**src/rtl/mem_lsu.sv**
```systemverilog
// mem_lsu: MEM-stage load/store unit; byte-serial access to the shared 8-bit RAM port, stores absorbed by a FIFO store buffer.
// Latency: stores accepted in the cycle seen; an N-byte load returns N+1 cycles after it is seen (gnt held, buffer empty).
// Backpressure: stall while the buffer is full (stores) or until the load result is ready; ram_gnt=0 pauses RAM traffic.
module mem_lsu #(
    parameter int ADDR_W   = 32,
    parameter int XLEN     = 32,
    parameter int SB_DEPTH = 4
) (
    input  logic              clk,
    input  logic              rst,
    input  logic [3:0]        req_op,
    input  logic [ADDR_W-1:0] req_addr,
    input  logic [XLEN-1:0]   req_wdata,
    input  logic [4:0]        req_rd,
    output logic              stall,
    output logic              wb_valid,
    output logic [4:0]        wb_rd,
    output logic [XLEN-1:0]   wb_data,
    input  logic              ram_gnt,
    output logic [ADDR_W-1:0] ram_addr,
    output logic              ram_wr,
    output logic [7:0]        ram_dout,
    input  logic [7:0]        ram_din,
    output logic              sb_empty
);

    localparam int PW = (SB_DEPTH > 1) ? $clog2(SB_DEPTH) : 1;
    localparam int CW = PW + 1;

    typedef enum logic [2:0] {IDLE, DRAIN, LOAD, LTAIL, LDONE} state_t;

    // last = byte count minus one (0, 1 or 3)
    typedef struct packed {
        logic [ADDR_W-1:0] addr;
        logic [XLEN-1:0]   data;
        logic [1:0]        last;
    } sb_ent_t;

    state_t            state;
    sb_ent_t           sb_mem [SB_DEPTH];
    sb_ent_t           head;
    logic [PW-1:0]     wr_ptr, rd_ptr;
    logic [CW-1:0]     sb_cnt, cnt_nxt;
    logic [1:0]        idx, op_last, iss_idx, cap_idx;
    logic              is_load, is_store, sb_full, push;
    logic              dr_wr, dr_pop, ld_go, ld_iss, cap_vld;
    logic [XLEN-1:0]   ld_data, ext;
    logic [ADDR_W-1:0] addr_q;
    logic [7:0]        dout_q;

    // Decode the request opcode into direction and size; unknown codes behave as NOP
    always_comb begin
        is_load  = 1'b0;
        is_store = 1'b0;
        op_last  = 2'd0;
        case (req_op)
            4'd1, 4'd4: is_load = 1'b1;
            4'd2, 4'd5: begin is_load = 1'b1; op_last = 2'd1; end
            4'd3:       begin is_load = 1'b1; op_last = 2'd3; end
            4'd6:       is_store = 1'b1;
            4'd7:       begin is_store = 1'b1; op_last = 2'd1; end
            4'd8:       begin is_store = 1'b1; op_last = 2'd3; end
            default:    ;
        endcase
    end

    // Sign/zero extension of the assembled load bytes
    always_comb begin
        ext = ld_data;
        case (req_op)
            4'd1:    ext = {{(XLEN-8){ld_data[7]}}, ld_data[7:0]};
            4'd2:    ext = {{(XLEN-16){ld_data[15]}}, ld_data[15:0]};
            4'd4:    ext = {{(XLEN-8){1'b0}}, ld_data[7:0]};
            4'd5:    ext = {{(XLEN-16){1'b0}}, ld_data[15:0]};
            default: ext = ld_data;
        endcase
    end

    // RAM port drive: drain writes take the port in DRAIN, loads issue from IDLE/LOAD; otherwise hold last values.
    // The first load byte is issued from IDLE so that the result lands exactly N+1 cycles after the request.
    always_comb begin
        head     = sb_mem[rd_ptr];
        sb_full  = (sb_cnt == CW'(SB_DEPTH));
        push     = is_store && !sb_full;
        dr_wr    = (state == DRAIN) && ram_gnt;
        dr_pop   = dr_wr && (idx == head.last);
        ld_go    = !rst && (state == IDLE) && is_load && (sb_cnt == '0) && ram_gnt;
        ld_iss   = ld_go || ((state == LOAD) && ram_gnt);
        iss_idx  = ld_go ? 2'd0 : idx;
        cnt_nxt  = sb_cnt + CW'(push) - CW'(dr_pop);
        ram_wr   = dr_wr;
        ram_addr = addr_q;
        ram_dout = dout_q;
        if (dr_wr) begin
            ram_addr = head.addr + ADDR_W'(idx);
            ram_dout = head.data[{idx, 3'b000} +: 8];
        end else if (ld_iss) begin
            ram_addr = req_addr + ADDR_W'(iss_idx);
        end
    end

    assign stall    = is_store ? sb_full : (is_load && (state != LDONE));
    assign wb_valid = (state == LDONE);
    assign wb_rd    = wb_valid ? req_rd : 5'd0;
    assign wb_data  = wb_valid ? ext : '0;

    // Control FSM: drain one buffered entry per visit to DRAIN, or walk the bytes of a load
    always_ff @(posedge clk or posedge rst) begin
        if (rst) begin
            state <= IDLE;
            idx   <= 2'd0;
        end else begin
            case (state)
                IDLE: begin
                    if ((sb_cnt != '0) && ram_gnt) begin
                        state <= DRAIN;
                        idx   <= 2'd0;
                    end else if (ld_go) begin
                        idx   <= 2'd1;
                        state <= (op_last == 2'd0) ? LTAIL : LOAD;
                    end
                end
                DRAIN: begin
                    if (dr_pop) begin
                        state <= IDLE;
                        idx   <= 2'd0;
                    end else if (dr_wr) begin
                        idx <= idx + 2'd1;
                    end
                end
                LOAD: begin
                    if (ram_gnt) begin
                        if (idx == op_last) state <= LTAIL;
                        else                idx   <= idx + 2'd1;
                    end
                end
                LTAIL:   state <= LDONE;
                LDONE:   state <= IDLE;
                default: state <= IDLE;
            endcase
        end
    end

    // Capture each load byte the cycle after its address was issued; remember last RAM address/data
    always_ff @(posedge clk or posedge rst) begin
        if (rst) begin
            cap_vld <= 1'b0;
            cap_idx <= 2'd0;
            ld_data <= '0;
            addr_q  <= '0;
            dout_q  <= 8'd0;
        end else begin
            cap_vld <= ld_iss;
            cap_idx <= iss_idx;
            if (cap_vld) ld_data[{cap_idx, 3'b000} +: 8] <= ram_din;
            if (dr_wr || ld_iss) addr_q <= ram_addr;
            if (dr_wr) dout_q <= ram_dout;
        end
    end

    // Store-buffer pointers and occupancy; a full buffer refuses even when an entry retires this cycle
    always_ff @(posedge clk or posedge rst) begin
        if (rst) begin
            wr_ptr   <= '0;
            rd_ptr   <= '0;
            sb_cnt   <= '0;
            sb_empty <= 1'b1;
        end else begin
            if (push)   wr_ptr <= wr_ptr + PW'(1);
            if (dr_pop) rd_ptr <= rd_ptr + PW'(1);
            sb_cnt   <= cnt_nxt;
            sb_empty <= (cnt_nxt == '0);
        end
    end

    // Store-buffer storage; contents are qualified by the pointers so no reset is needed
    always_ff @(posedge clk) begin
        if (push) sb_mem[wr_ptr] <= '{addr: req_addr, data: req_wdata, last: op_last};
    end

endmodule

```
**config.mk**
```make
export PLATFORM = sky130hd
export DESIGN_NAME = mem_lsu
export DESIGN_NICKNAME = d
export VERILOG_FILES = /design/src/rtl/mem_lsu.sv
export SDC_FILE = /design/constraint.sdc
export NUM_CORES = 1
export LEC_CHECK = 0
export ABC_CLOCK_PERIOD_IN_PS = 4100
export CELL_PAD_IN_SITES_DETAIL_PLACEMENT = 1
export CELL_PAD_IN_SITES_GLOBAL_PLACEMENT = 2
export CORE_AREA = 2 2 149 296
export DETAILED_ROUTE_END_ITERATION = 6
export DIE_AREA = 0 0 151 298
export GPL_ROUTABILITY_DRIVEN = 0
export PLACE_DENSITY_LB_ADDON = 0.1
export SLEW_MARGIN = 15
export SYNTH_ARGS = -nofsm -noshare
export SYNTH_HDL_FRONTEND = slang
export SYNTH_SLANG_ARGS = --single-unit
```
**constraint.sdc**
```tcl
create_clock -name clk -period 4.1 [get_ports clk]
set_input_delay 0.82 -clock clk [delete_from_list [all_inputs] [get_ports clk]]
set_output_delay 0.82 -clock clk [all_outputs]
set_load 0.02 [all_outputs]
```
==> metrics.txt, run 1 <==
status=complete, but fails checks; failing checks=negative setup slack; fin crit period=4.47 ns; synthesized net count=1,091; Gate power share=0.409; DRC marker count from the first detailed-route iteration=411; sequential area share after synthesis=0.647; Longest Clk Path Bufs=3; Die Span X=151 um; Avg WL per Cell=around 23 um; Worst R2R Start=rd_ptr[0]$_DFFE_PP0P_; Setup crit end kind=output port; top_reg_cell synth=edfxtp_1; total number of vias=10.1k; Hold Fails Final Rpt=0; Synth Cell Area=0.0157 mm2; Synth top area share=0.506; dpl cell area=just under 0.02 mm2; Hold WS=a little under 0.4 ns; GRT Residual Overflow=0; WP data arrival=about 3.7 ns; achievable clock frequency=224 MHz; Seq cells post-synth=352; Switching Fraction=0.334; Final period util=1.09; Clock Skew=0.0301 ns; Setup-failing EPs final=29; clock sinks=around 350; # fillers=4,136; Int Pwr=0.00899 W; TritonCTS clock tree=built; vias per cell=5.30; Residual DRC=0; Slew Limit Fails=0; Die H=298 um; Worst Tran Pin Value=0.925 ns; layout cells sized above 1=0.345; syn avg cell area=15.8 um2; Synth area leader=edfxtp_1; WP data required=3.28 ns; number of global-route vias before repair=about 11k; Reg2Reg Setup Slack=0.69 ns; Num CTS Buffers=35; synthesis-to-layout area growth=36.7%; setup TNS=-5.75 ns; Synth cell types=66; Clk Latency, worst-skew pair=0.53 ns; die footprint=approximately 0.045 mm2; RR Endpoint=sb_empty$_DFF_PP1_; # rows=107; YS warnings=0; RSZ-0062 raised after global routing=yes; IO Port Bufs=164; H-tree Lvls=2; Total GRT Usage=0.196; CORE AREA=around 0.043 mm2; Reg2Reg Depth=13; Max-Cap Viols=0; Seq pwr share=0.341; pin count of the biggest net entering global routing=67; top post-synthesis cells by area=edfxtp_1, dfrtp_1, mux4_2; Antenna diodes=0; max-slew headroom at the worst pin=0.382; Pleak=7.95 nW; ANT nets after route=0; NetSw=0.00451 W; Async SR Flop Fraction=0.250; Worst Setup Start Kind=input pin; Setup WS post-layout=-0.365 ns; PD cells=631 mW/mm2; clk root buf=clkbuf_16; Crit Path Max Fanout=3; Hold Buf Count CTS=0; first drt pass iteration count=4; CTS clock-pin slew for the worst setup and hold paths=~0.060 ns; EDFF count, synth=264; Hold/Removal Path Class=input pin to asynchronous set/reset pin; first-pass GRT wire length=66,400 um; # IOs=165; Clock power frac=0.249; nets=between 1k and 1.5k; kind of critical path=input pin to output port; pre-CTS WS=-1.27 ns; antenna violations before repair=0; initial cell density of the core=0.368; HPWL after DPL=29,800 um; Finished Cell Area=0.0214 mm2; final wirelength=43,500 um; Post-Syn Instances=989; Max VDD drop=413 uV
power groups by stage:
stage          sequential [W]  combinational (W)  clock, W
4_1_cts               0.00461            0.00544   0.00347
6_report              0.00461            0.00552   0.00337
5_1_grt               0.00467            0.00597   0.00357
3_3_place_gp          0.00464            0.00514         0
2_1_floorplan         0.00462            0.00318         0
3_5_place_dp          0.00467            0.00519         0
what timing repair did:
action,CTS,global route
endpoints found under the setup margin,40,38
cloned,1,1
resized for setup,291,55
pin swaps,65,36
buffers inserted,23,12
state kept, by name, indices dropped and copies added (netlist names):
signal    flops
cap_vld       1
wr_ptr        2
addr_q       32
state         3
cap_idx       2
sb_empty      1
sb_cnt        3
idx           2
sb_mem      264
rd_ptr        2
ld_data      32
dout_q        8
per-stage QoR:
stage           util  total power (W)  cells
3_3_place_gp   0.451          0.00977   1807
2_1_floorplan      -          0.00780    989
6_report       0.503           0.0135   1897
3_5_place_dp   0.451          0.00986   1807
4_1_cts        0.495           0.0135   1887
5_1_grt        0.503           0.0142   1897
worst max-delay path, cell delays in order:
cell	delay, ns
buf_6	0.09
buf_6	0.11
nor3_4	0.20
nor3_4	0.07
nand4b_1	0.18
buf_4	0.14
and2_4	0.14
ha_4	0.13
inv_2	0.04
fa_2	0.37
nor2b_1	0.12
buf_4	0.16
nand2_4	0.07
nor3_4	0.24
nand2_2	0.11
xor2_2	0.17
o221ai_2	0.28
buf_4	0.21
metal layers:
metal | track usage | routed length [um]
met1 | 0.225 | 16500
met2 | 0.369 | 24400
met3 | 0.0265 | 1400
met4 | 0.0641 | 1150
met5 | 0 | 0
placed cells by master (no fill, tap or decap), types with 5 or more instances in the layout:
| cell type | synthesis | layout |
|---|---|---|
| xnor2_2 | 0 | 5 |
| clkinv_2 | 0 | 5 |
| nand2_4 | 0 | 7 |
| dfrtp_1 | 87 | 85 |
| nand3_4 | 0 | 7 |
| mux4_1 | 19 | 18 |
| and2_4 | 0 | 6 |
| nand3_1 | 42 | 32 |
| buf_12 | 4 | 15 |
| o21a_1 | 20 | 20 |
| o221ai_1 | 56 | 31 |
| buf_4 | 1 | 171 |
| nand2_1 | 92 | 78 |
| and3_1 | 23 | 22 |
| xor2_2 | 0 | 22 |
| xnor2_1 | 19 | 12 |
| nor2_4 | 1 | 5 |
| nor2b_1 | 5 | 5 |
| clkbuf_16 | 0 | 38 |
| nor2_1 | 17 | 13 |
| o221ai_2 | 0 | 23 |
| ha_1 | 15 | 12 |
| buf_6 | 1 | 26 |
| a21oi_1 | 16 | 16 |
| inv_1 | 26 | 22 |
| mux4_2 | 55 | 56 |
| nand2_2 | 0 | 7 |
| and2_1 | 11 | 5 |
| edfxtp_1 | 264 | 264 |
| clkdlybuf4s50_1 | 0 | 123 |
| nand4_1 | 15 | 15 |
| xor2_1 | 47 | 22 |
| a22o_1 | 33 | 33 |
worst max-delay path by stage:
stage                        startpoint      endpoint  depth (start not counted)
global route                  req_op[1]  ram_addr[24]                         19
finish                        req_op[1]  ram_addr[30]                         18
CTS                 sb_cnt[0]$_DFF_PP0_  ram_addr[25]                         14
floorplan                     req_op[1]  ram_addr[13]                         13
detailed placement            req_op[1]  ram_addr[30]                         17
global placement              req_op[1]  ram_addr[30]                         17
cell usage after synthesis (3+ instances only):
cell      count
ha_1         15
nor2_1       17
xor2_1       47
nor2b_1       5
and4_1        3
fa_1          3
nor4_1        3
inv_1        26
mux4_1       19
buf_2         9
dfrtp_1      87
buf_1         3
buf_12        4
o21ai_0       5
a22o_1       33
o211ai_1      4
o221ai_1     56
nand4_1      15
nor3_1        9
a21oi_1      16
or3_1         3
nand3b_1      3
and3_1       23
xnor2_1      19
nand2_1      92
nor4b_1       4
o21a_1       20
edfxtp_1    264
and2_1       11
nand3_1      42
clkbuf_1     29
a22oi_1       3
mux4_2       55
final cells by class:
class / count / area (um2) / area share
Inverter: 27 / 104 / 0.00485
Clock buffer: 42 / 965 / 0.0451
Multi-Input combinational cell: 561 / 5970 / 0.279
Tap cell: 545 / 682 / 0.0319
Timing Repair Buffer: 349 / 3310 / 0.155
Clock inverter: 21 / 240 / 0.0112
Sequential cell: 352 / 10100 / 0.473
logic make-up (layout without fill, tap and decap cells):
family / after synthesis / in the layout / share of synthesized area
fa+ha+maj: 18 / 18 / 0.0158
mux: 76 / 76 / 0.112
compound gates: 153 / 153 / 0.0774
simple gates: 248 / 248 / 0.0852
xor+xnor: 66 / 66 / 0.0369
flops: 352 / 352 / 0.647
buf+inv: 76 / 439 / 0.0253
Power figures use the tool's default switching activity.
==> run 2, diff against run 1 <==
--- a/config.mk
+++ b/config.mk
@@ -9,6 +9,7 @@
 export CELL_PAD_IN_SITES_DETAIL_PLACEMENT = 1
 export CELL_PAD_IN_SITES_GLOBAL_PLACEMENT = 2
 export CORE_AREA = 2 2 149 296
+export CTS_CLUSTER_SIZE = 28
 export DETAILED_ROUTE_END_ITERATION = 6
 export DIE_AREA = 0 0 151 298
 export GPL_ROUTABILITY_DRIVEN = 0
==> results of run 2 <==
Final layout, timing and power as in run 1 (identical DEF).
==> run 3, diff against run 2 <==
--- a/config.mk
+++ b/config.mk
@@ -14,6 +14,7 @@
 export DIE_AREA = 0 0 151 298
 export GPL_ROUTABILITY_DRIVEN = 0
 export PLACE_DENSITY_LB_ADDON = 0.1
+export SKIP_LAST_GASP = 1
 export SLEW_MARGIN = 15
 export SYNTH_ARGS = -nofsm -noshare
 export SYNTH_HDL_FRONTEND = slang
==> metrics.txt, run 3 (same netlist as run 1, synthesis figures left out) <==
Hold Buf Count CTS=0; number of global-route vias before repair=~11k; initial cell density of the core=0.368; Clk Latency, worst-skew pair=about 0.53 ns; kind of critical path=input pin to output port; # IOs=between 150 and 200; TritonCTS clock tree=built; max-slew headroom at the worst pin=0.374; Slew Limit Fails=0; ANT nets after route=0; nets=1,428; met3 Use GR=0.0265; final wirelength=43,100 um; layout cells sized above 1=0.340; clock sinks=352; Die H=298 um; fin crit period=4.47 ns; RR Endpoint=sb_empty$_DFF_PP1_; Worst path max stage delay=0.37 ns; Setup-failing EPs final=29; Hold Fails Final Rpt=0; Reg2Reg Setup Slack=0.76 ns; Num CTS Buffers=35; GRT Residual Overflow=0; RSZ-0062 raised after global routing=yes; Reg2Reg Depth=13; Worst Tran Pin Value=0.937 ns; Clock power frac=0.251; PD cells=630 mW/mm2; Max-Cap Viols=0; Max VDD drop=413 uV; HPWL after DPL=29,800 um; Setup WS post-layout=-0.373 ns; clk root buf=clkbuf_16; Int Pwr=between 0.008 and 0.009 W; vias per cell=5.33; Power Total=about 0.013 W; CORE AREA=between 0.04 and 0.05 mm2; Clock Skew=0.0301 ns; Antenna diodes=0; Worst Setup Start Kind=input pin; CP cell instances=buf_6 -> buf_6 -> nor3_4 -> nor3_4 -> nand4b_1 -> buf_4 -> and2_4 -> ha_4 -> inv_2 -> fa_2 -> nor2b_1 -> buf_4 -> nand2_4 -> nor3_4 -> nand2_2 -> xor2_2 -> o221ai_2 -> buf_4; DRC marker count from the first detailed-route iteration=357; GR Util met1=0.225; pin count of the biggest net entering global routing=between 60 and 70; Pleak=7.91 nW; Switching Fraction=0.333; Residual DRC=0; CTS clock-pin slew for the worst setup and hold paths=0.07 ns; WP data arrival=roughly 3.7 ns; total number of vias=10.1k; # rows=~110; Crit Path Max Fanout=3; Setup crit end kind=output port; die footprint=around 0.045 mm2; Top reg by flops=sb_mem; CP max-delay cell=fa_2; delay-heaviest family, CP=simple AND/OR/NAND/NOR gates; GRT Max-Usage Layer=met2; Avg WL per Cell=about 23 um; Seq pwr share=0.343; Die Span X=151 um; WP data required=3.28 ns; status=complete, but fails checks; H-tree Lvls=2; achievable clock frequency=224 MHz; first drt pass iteration count=5; Longest Clk Path Bufs=3; commonest non-fill, non-tap cells in the layout=edfxtp_1, buf_4, clkdlybuf4s50_1; # fillers=4,144; Top Registers=sb_mem: 264 flops, addr_q: 32 flops, ld_data: 32 flops; Gate power share=0.407; Largest register FFs=264; antenna violations before repair=0; IO Port Bufs=between 150 and 200; most common cell after layout, fill and taps aside=edfxtp_1; Worst R2R Start=rd_ptr[0]$_DFFE_PP0P_; WP buf/inv=6; Final period util=1.09; NetSw=0.00447 W; Hold WS=0.388 ns; met2 Use GR=0.369; failing checks=negative setup slack; Hold/Removal Path Class=input pin to asynchronous set/reset pin; synthesis-to-layout area growth=36.1%; Total GRT Usage=0.196; first-pass GRT wire length=66,400 um
==> run 3: routing by layer <==
layer / wire [um] / vias up
met2: 24100 / 196
met5: 0 / -
met3: 1500 / 54
met1: 16300 / 5267
li1: - / 4599
met4: 1210 / 0
==> run 3: worst max path at each step <==
stage                              from           end  slack, ns  cells past startpoint
floorplan                     req_op[1]  ram_addr[13]      0.002                     13
global placement              req_op[1]  ram_addr[30]      -1.21                     17
detailed placement            req_op[1]  ram_addr[30]      -1.27                     17
CTS                 sb_cnt[0]$_DFF_PP0_  ram_addr[25]      -0.39                     14
global route                  req_op[1]  ram_addr[24]      -0.48                     19
finish                        req_op[1]  ram_addr[30]      -0.37                     18
==> run 3: cell type report <==
type	instances	area, um2	area share
sequential	352	10100	0.476
multi-input combinational	561	5900	0.277
tap	545	682	0.0320
clock inverter	21	240	0.0113
clock buffer	42	965	0.0453
timing repair buffer	349	3280	0.154
inverter	27	104	0.00487
==> run 3: what timing repair did <==
action,CTS,global route
gates cloned,1,0
gates resized for setup,280,54
pin swaps,62,38
setup endpoints to repair,40,38
buffers inserted,23,13
==> run 3: stage by stage <==
step | setup WS, ns | cell area [um2] | TNS, ns | util | cells
after floorplan | 0.00244 | 15800 | 0 | - | 989
after detailed placement | -1.27 | 19200 | -32.54 | 0.451 | 1807
after global routing | -0.484 | 21300 | -10.14 | 0.501 | 1897
after CTS | -0.387 | 21000 | -5.95 | 0.494 | 1887
after global placement | -1.21 | 19200 | -31.34 | 0.451 | 1807
final | -0.373 | 21300 | -5.73 | 0.501 | 1897
==> run 3: power by group through the flow <==
stage / registers (W) / clock network [W] / logic, W
after floorplan: 0.00462 / 0 / 0.00318
after global placement: 0.00464 / 0 / 0.00514
after detailed placement: 0.00467 / 0 / 0.00519
after CTS: 0.00461 / 0.00347 / 0.00541
after global routing: 0.00465 / 0.00357 / 0.00591
final: 0.00460 / 0.00336 / 0.00546
